File: src/rtl/usb_rx_unstuff_ctrl_if.sv
// Handshake bundle between the USB receive front end and the bit-unstuffing controller.
// The master side drives line events; the slave side (the controller) returns bytes and status.
interface usb_rx_unstuff_ctrl_if;
  logic       start_rx;
  logic       shift_enable;
  logic       d_orig;
  logic       eop;
  logic [7:0] rx_data;
  logic       byte_valid;
  logic       bit_discard;
  logic       stuff_err;
  logic       byte_err;
  logic       pkt_done;
  logic       busy;

  modport master (
    output start_rx, shift_enable, d_orig, eop,
    input  rx_data, byte_valid, bit_discard, stuff_err, byte_err, pkt_done, busy
  );

  modport slave (
    input  start_rx, shift_enable, d_orig, eop,
    output rx_data, byte_valid, bit_discard, stuff_err, byte_err, pkt_done, busy
  );
endinterface

File: src/rtl/usb_rx_unstuff_ctrl.sv
// USB receive bit-unstuffing controller: assembles LSB-first bytes from NRZI-decoded bits,
// drops the stuffed zero after six ones, and flags stuffing and partial-byte errors.
module usb_rx_unstuff_ctrl (
  input logic                   clk,
  input logic                   n_rst,
  usb_rx_unstuff_ctrl_if.slave  bus
);

  typedef enum logic [1:0] {IDLE, RECV, STUFF, ERROR} state_t;

  state_t     state, state_nxt;
  logic [2:0] bit_cnt, bit_cnt_nxt;
  logic [2:0] ones_cnt, ones_cnt_nxt;
  logic [7:0] shreg, shreg_nxt;
  logic [7:0] rx_data_q, rx_data_nxt;
  logic       byte_valid_q, byte_valid_nxt;
  logic       bit_discard_q, bit_discard_nxt;
  logic       stuff_err_q, stuff_err_nxt;
  logic       byte_err_q, byte_err_nxt;
  logic       pkt_done_q, pkt_done_nxt;
  logic       busy_q, busy_nxt;

  always_ff @(posedge clk) begin
    if (n_rst) state <= IDLE;
    else       state <= state_nxt;
  end

  always_comb begin
    state_nxt       = state;
    bit_cnt_nxt     = bit_cnt;
    ones_cnt_nxt    = ones_cnt;
    shreg_nxt       = shreg;
    rx_data_nxt     = rx_data_q;
    byte_valid_nxt  = 1'b0;
    bit_discard_nxt = 1'b0;
    stuff_err_nxt   = stuff_err_q;
    byte_err_nxt    = byte_err_q;
    pkt_done_nxt    = 1'b0;

    case (state)
      IDLE: begin
        if (bus.start_rx) begin
          state_nxt     = RECV;
          bit_cnt_nxt   = 3'd0;
          ones_cnt_nxt  = 3'd0;
          stuff_err_nxt = 1'b0;
          byte_err_nxt  = 1'b0;
        end
      end

      RECV: begin
        // eop wins over a coincident strobe; that bit is simply dropped
        if (bus.eop) begin
          pkt_done_nxt = 1'b1;
          if (bit_cnt != 3'd0) byte_err_nxt = 1'b1;
          state_nxt = IDLE;
        end else if (bus.shift_enable) begin
          shreg_nxt   = {bus.d_orig, shreg[7:1]};
          bit_cnt_nxt = bit_cnt + 3'd1;
          if (bit_cnt == 3'd7) begin
            rx_data_nxt    = {bus.d_orig, shreg[7:1]};
            byte_valid_nxt = 1'b1;
          end
          if (bus.d_orig) begin
            ones_cnt_nxt = ones_cnt + 3'd1;
            if (ones_cnt == 3'd5) state_nxt = STUFF;
          end else begin
            ones_cnt_nxt = 3'd0;
          end
        end
      end

      STUFF: begin
        if (bus.eop) begin
          pkt_done_nxt = 1'b1;
          if (bit_cnt != 3'd0) byte_err_nxt = 1'b1;
          state_nxt = IDLE;
        end else if (bus.shift_enable) begin
          if (!bus.d_orig) begin
            bit_discard_nxt = 1'b1;
            ones_cnt_nxt    = 3'd0;
            state_nxt       = RECV;
          end else begin
            stuff_err_nxt = 1'b1;
            state_nxt     = ERROR;
          end
        end
      end

      ERROR: begin
        if (bus.eop) begin
          pkt_done_nxt = 1'b1;
          state_nxt    = IDLE;
        end
      end

      default: state_nxt = IDLE;
    endcase

    busy_nxt = (state_nxt != IDLE);
  end

  always_ff @(posedge clk) begin
    if (n_rst) begin
      bit_cnt       <= 3'd0;
      ones_cnt      <= 3'd0;
      shreg         <= 8'h00;
      rx_data_q     <= 8'h00;
      byte_valid_q  <= 1'b0;
      bit_discard_q <= 1'b0;
      stuff_err_q   <= 1'b0;
      byte_err_q    <= 1'b0;
      pkt_done_q    <= 1'b0;
      busy_q        <= 1'b0;
    end else begin
      bit_cnt       <= bit_cnt_nxt;
      ones_cnt      <= ones_cnt_nxt;
      shreg         <= shreg_nxt;
      rx_data_q     <= rx_data_nxt;
      byte_valid_q  <= byte_valid_nxt;
      bit_discard_q <= bit_discard_nxt;
      stuff_err_q   <= stuff_err_nxt;
      byte_err_q    <= byte_err_nxt;
      pkt_done_q    <= pkt_done_nxt;
      busy_q        <= busy_nxt;
    end
  end

  assign bus.rx_data     = rx_data_q;
  assign bus.byte_valid  = byte_valid_q;
  assign bus.bit_discard = bit_discard_q;
  assign bus.stuff_err   = stuff_err_q;
  assign bus.byte_err    = byte_err_q;
  assign bus.pkt_done    = pkt_done_q;
  assign bus.busy        = busy_q;

endmodule

File: src/flat_wrapper.sv
// flat-port wrapper written by rule: the top's interface ports become plain ports
module usb_rx_unstuff_ctrl_flat 
  (clk, n_rst, bus_start_rx, bus_shift_enable, bus_d_orig, bus_eop, bus_rx_data, bus_byte_valid, bus_bit_discard, bus_stuff_err, bus_byte_err, bus_pkt_done, bus_busy);
  usb_rx_unstuff_ctrl_if bus_i ();
  input logic clk;
  input logic n_rst;
  input wire logic [$bits(bus_i.start_rx)-1:0] bus_start_rx;
  input wire logic [$bits(bus_i.shift_enable)-1:0] bus_shift_enable;
  input wire logic [$bits(bus_i.d_orig)-1:0] bus_d_orig;
  input wire logic [$bits(bus_i.eop)-1:0] bus_eop;
  output wire logic [$bits(bus_i.rx_data)-1:0] bus_rx_data;
  output wire logic [$bits(bus_i.byte_valid)-1:0] bus_byte_valid;
  output wire logic [$bits(bus_i.bit_discard)-1:0] bus_bit_discard;
  output wire logic [$bits(bus_i.stuff_err)-1:0] bus_stuff_err;
  output wire logic [$bits(bus_i.byte_err)-1:0] bus_byte_err;
  output wire logic [$bits(bus_i.pkt_done)-1:0] bus_pkt_done;
  output wire logic [$bits(bus_i.busy)-1:0] bus_busy;
  assign bus_i.start_rx = bus_start_rx;
  assign bus_i.shift_enable = bus_shift_enable;
  assign bus_i.d_orig = bus_d_orig;
  assign bus_i.eop = bus_eop;
  assign bus_rx_data = bus_i.rx_data;
  assign bus_byte_valid = bus_i.byte_valid;
  assign bus_bit_discard = bus_i.bit_discard;
  assign bus_stuff_err = bus_i.stuff_err;
  assign bus_byte_err = bus_i.byte_err;
  assign bus_pkt_done = bus_i.pkt_done;
  assign bus_busy = bus_i.busy;
  usb_rx_unstuff_ctrl u_core (.clk(clk), .n_rst(n_rst), .bus(bus_i));
endmodule
File: config.mk
export PLATFORM = sky130hd
export DESIGN_NAME = usb_rx_unstuff_ctrl_flat
export DESIGN_NICKNAME = d
export VERILOG_FILES = /design/src/rtl/usb_rx_unstuff_ctrl_if.sv /design/src/rtl/usb_rx_unstuff_ctrl.sv /design/src/flat_wrapper.sv
export SDC_FILE = /design/constraint.sdc
export NUM_CORES = 1
export LEC_CHECK = 0
export ABC_AREA = 1
export CAP_MARGIN = 20
export CORE_MARGIN = 4
export CORE_UTILIZATION = 52
export DETAILED_ROUTE_END_ITERATION = 7
export PLACE_DENSITY_LB_ADDON = 0.25
export SLEW_MARGIN = 20
export SYNTH_ARGS = -nofsm -noshare
export SYNTH_HDL_FRONTEND = slang
export SYNTH_SLANG_ARGS = --single-unit
File: constraint.sdc
create_clock -name clk -period 1.7 [get_ports clk]
set_input_delay 0.34 -clock clk [delete_from_list [all_inputs] [get_ports clk]]
set_output_delay 0.34 -clock clk [all_outputs]
set_load 0.01 [all_outputs]
==> flow_metrics.tcl <==
set metrics [dict create \
    wire_per_inst_um 11.7 \
    drtIter0Drc 35 \
    maxSlewViolCount 0 \
    grt_first_pass_wirelength_um 4840 \
    worst_slew_pin_slew_ns 0.479 \
    final_cell_mix "nand2_1, dfxtp_1, nor2_1, inv_1, clkdlybuf4s50_1" \
    power_leakage_nw 0.811 \
    coreArea_sq_um 2500 \
    cts_tree "built" \
    layout_commonest_cell "nand2_1" \
    synth_cell_type_count 25 \
    yosys_warnings 0 \
    ios 20 \
    max-slew-margin-rel_pct 68.0 \
    cts_buffer_depth 2 \
    hold_viol_final 0 \
    n_antenna_cell 0 \
    cts_max_level 2 \
    cts_root_buf "clkbuf_4" \
    place_congestion 0.877 \
    worst-path-stages 1 \
    post-cts-setup-buffer-count 0 \
    r2r_end "u_core.ones_cnt[1]" \
    crit_type "reg2out" \
    area_delta_synth_final_pct 25.3 \
    nets 227 \
    place_worst_setup_slack_ns -0.0497 \
    cts_buffers 5 \
    grtUsageTotal_pct 18.3 \
    drive_gt1_share_pct 12.7 \
    slowest_delay_ns 0.55 \
    hp-class "reg2reg" \
    power.density_nw_per_um2 874 \
    clk_latency_ns 0.32 \
    grt_pass1_vias 1145 \
    yosysSeqAreaShare_pct 42.5 \
    postRouteAntennaNets 0 \
    grt_max_degree 18 \
    period_share_pct 92.2 \
    antenna_found_initial 0 \
    skew_ns 0.00919 \
    critical_path.top_delay_family "buffers and inverters" \
    required_ns 1.36 \
    path_cells "clkdlybuf4s50_1" \
    ff2ff_path_depth 10 \
    rows 18 \
    layout.cells.non_filler 242 \
    r2r_slack_ns 0.21 \
    drt-total-wl_um 2830 \
    dp.cells 234 \
    drc 0 \
    irDropWorstVdd_uv 639 \
    drt_pre_antenna_iters 4 \
    die_width_um 59.3 \
    avgSynthCellArea_sq_um 7.51 \
    crit_path_start_kind "flip-flop" \
    synth_nets 198 \
    final.setup.worst_slack_ns 0.132 \
    start_util_pct 54.7 \
    viasPerCell 5.00 \
    dieArea_sq_um 3510 \
    slowest_stage "clkdlybuf4s50_1" \
    total_power_w 0.00150 \
    cts_sinks 29 \
    vias 1210 \
    crit_end "bus_rx_data[2]" \
    synth_area_sq_um 1370 \
    setup_violations 0 \
    startpoint "u_core.bus.rx_data[2]" \
    cp-end-kind "primary output" \
    worst-path-buf-inv 1 \
    grt_overflow 0 \
    status "finished, final reports clean" \
    r2r-start "u_core.state[0]" \
    hpwl_um 2130 \
    synth_cells 182 \
    rsz0062_at_grt "no" \
    port_buffers 19 \
    dieHeight_um 59.3 \
    crit_fanout 2 \
    ys_ff_latch 29 \
    timing.fmax_ghz 0.638 \
    path_clk_slew_ns 0.09 \
    maxCapViolCount 0 \
    critPathArrivalTime_ns 1.23 \
    final.min_clock_period_ns 1.57 \
]
[routing by layer]
layer / part of all wire, % / vias to the layer above / global-route usage, %
li1: - / 638 / -
met1: 44 / 544 / 20.2
met4: 2.2 / 0 / 8.09
met2: 50 / 20 / 32.1
met5: 0 / - / 0
met3: 3.8 / 8 / 5.45
[cells in the mapped netlist]
| library cell | count | area share [%] |
|---|---|---|
| nand2_2 | 2 | 0.91 |
| o21ai_0 | 11 | 4.0 |
| nand2_4 | 1 | 0.82 |
| buf_4 | 2 | 1.1 |
| dfxtp_1 | 29 | 42 |
| o2111ai_1 | 1 | 0.64 |
| clkbuf_1 | 2 | 0.55 |
| o21bai_1 | 2 | 1.1 |
| a21oi_2 | 1 | 0.64 |
| nor2_8 | 1 | 1.5 |
| nand2_1 | 44 | 12 |
| clkinv_4 | 1 | 0.64 |
| nand3_2 | 1 | 0.73 |
| inv_2 | 2 | 0.55 |
| nand3_1 | 7 | 2.6 |
| ha_1 | 10 | 9.1 |
| inv_1 | 19 | 5.2 |
| a21oi_1 | 14 | 5.1 |
| nor2_1 | 20 | 5.5 |
| nor2_2 | 1 | 0.46 |
| nor4_1 | 1 | 0.46 |
| o21ai_1 | 7 | 2.6 |
| clkinv_1 | 1 | 0.27 |
| nand3b_1 | 1 | 0.55 |
| or2_2 | 1 | 0.46 |
[cells by family after synthesis]
| kind of cell | synth area share, % |
|---|---|
| fa+ha+maj | 9.15 |
| flops | 42.5 |
| buf+inv | 8.33 |
| compound gates | 14.1 |
| simple gates | 26.0 |
[report_power, final]
| group | internal (W) | switching [W] | leakage, nW |
|---|---|---|---|
| Sequential | 0.000703 | 0.0000154 | 0.235 |
| Clock | 0.000351 | 0.000238 | 0.0455 |
| Combinational | 0.0000755 | 0.000114 | 0.530 |
| Total | 0.00113 | 0.000368 | 0.811 |
[final cells by class]
| type | count | area [sq um] |
|---|---|---|
| clock buffers | 7 | 55.1 |
| inverters | 23 | 91.3 |
| fillers | 216 | 786 |
| flip-flops and latches | 29 | 582 |
| repair buffers | 26 | 243 |
| well taps | 30 | 37.5 |
| clock inverters | 1 | 30.0 |
| multi-input cells | 126 | 676 |
[state kept, by name, indices dropped and copies added (netlist names)]
| register | cells |
|---|---|
| u_core.bus.bit_discard | 1 |
| u_core.bus.rx_data | 8 |
| u_core.bus.byte_valid | 1 |
| u_core.bus.byte_err | 1 |
| u_core.bit_cnt | 3 |
| u_core.ones_cnt | 3 |
| u_core.shreg | 7 |
| u_core.bus.stuff_err | 1 |
| u_core.bus.pkt_done | 1 |
| u_core.bus.busy | 1 |
| u_core.state | 2 |
[worst min-delay path by stage]
stage / startpoint / to / slack (ns) / depth (start not counted)
after floorplan: bus_d_orig / u_core.bus.bit_discard / 0.42 / 1
after global placement: u_core.shreg[6] / u_core.shreg[6] / 0.45 / 2
after detailed placement: u_core.shreg[6] / u_core.shreg[6] / 0.46 / 2
after CTS: u_core.shreg[6] / u_core.shreg[6] / 0.47 / 2
after global routing: u_core.shreg[6] / u_core.shreg[6] / 0.50 / 2
final: u_core.shreg[3] / u_core.bus.rx_data[2] / 0.47 / 2
[through the flow]
stage,util [%],setup TNS [ns],hold WS (ns),instance area [sq um]
after global routing,68.6,0,0.500,1710
after detailed placement,65.0,-0.128,0.459,1630
after global placement,65.0,0,0.452,1630
after floorplan,-,0,0.417,1370
after CTS,68.4,0,0.474,1710
final,68.6,0,0.471,1710
[timing repair]
| action | in CTS | in global routing |
|---|---|---|
| endpoints found under the setup margin | 0 | 7 |
| hold buffers | 0 | 0 |
| resized for setup | 0 | 2 |
[worst reg2reg max path: cells and delay by family (launching register included)]
| family | cells | cell delay (ns) |
|---|---|---|
| buf+inv | 3 | 0.25 |
| fa+ha+maj | 1 | 0.25 |
| simple gates | 6 | 0.51 |
| flops | 1 | 0.38 |
Power figures use the tool's default switching activity.
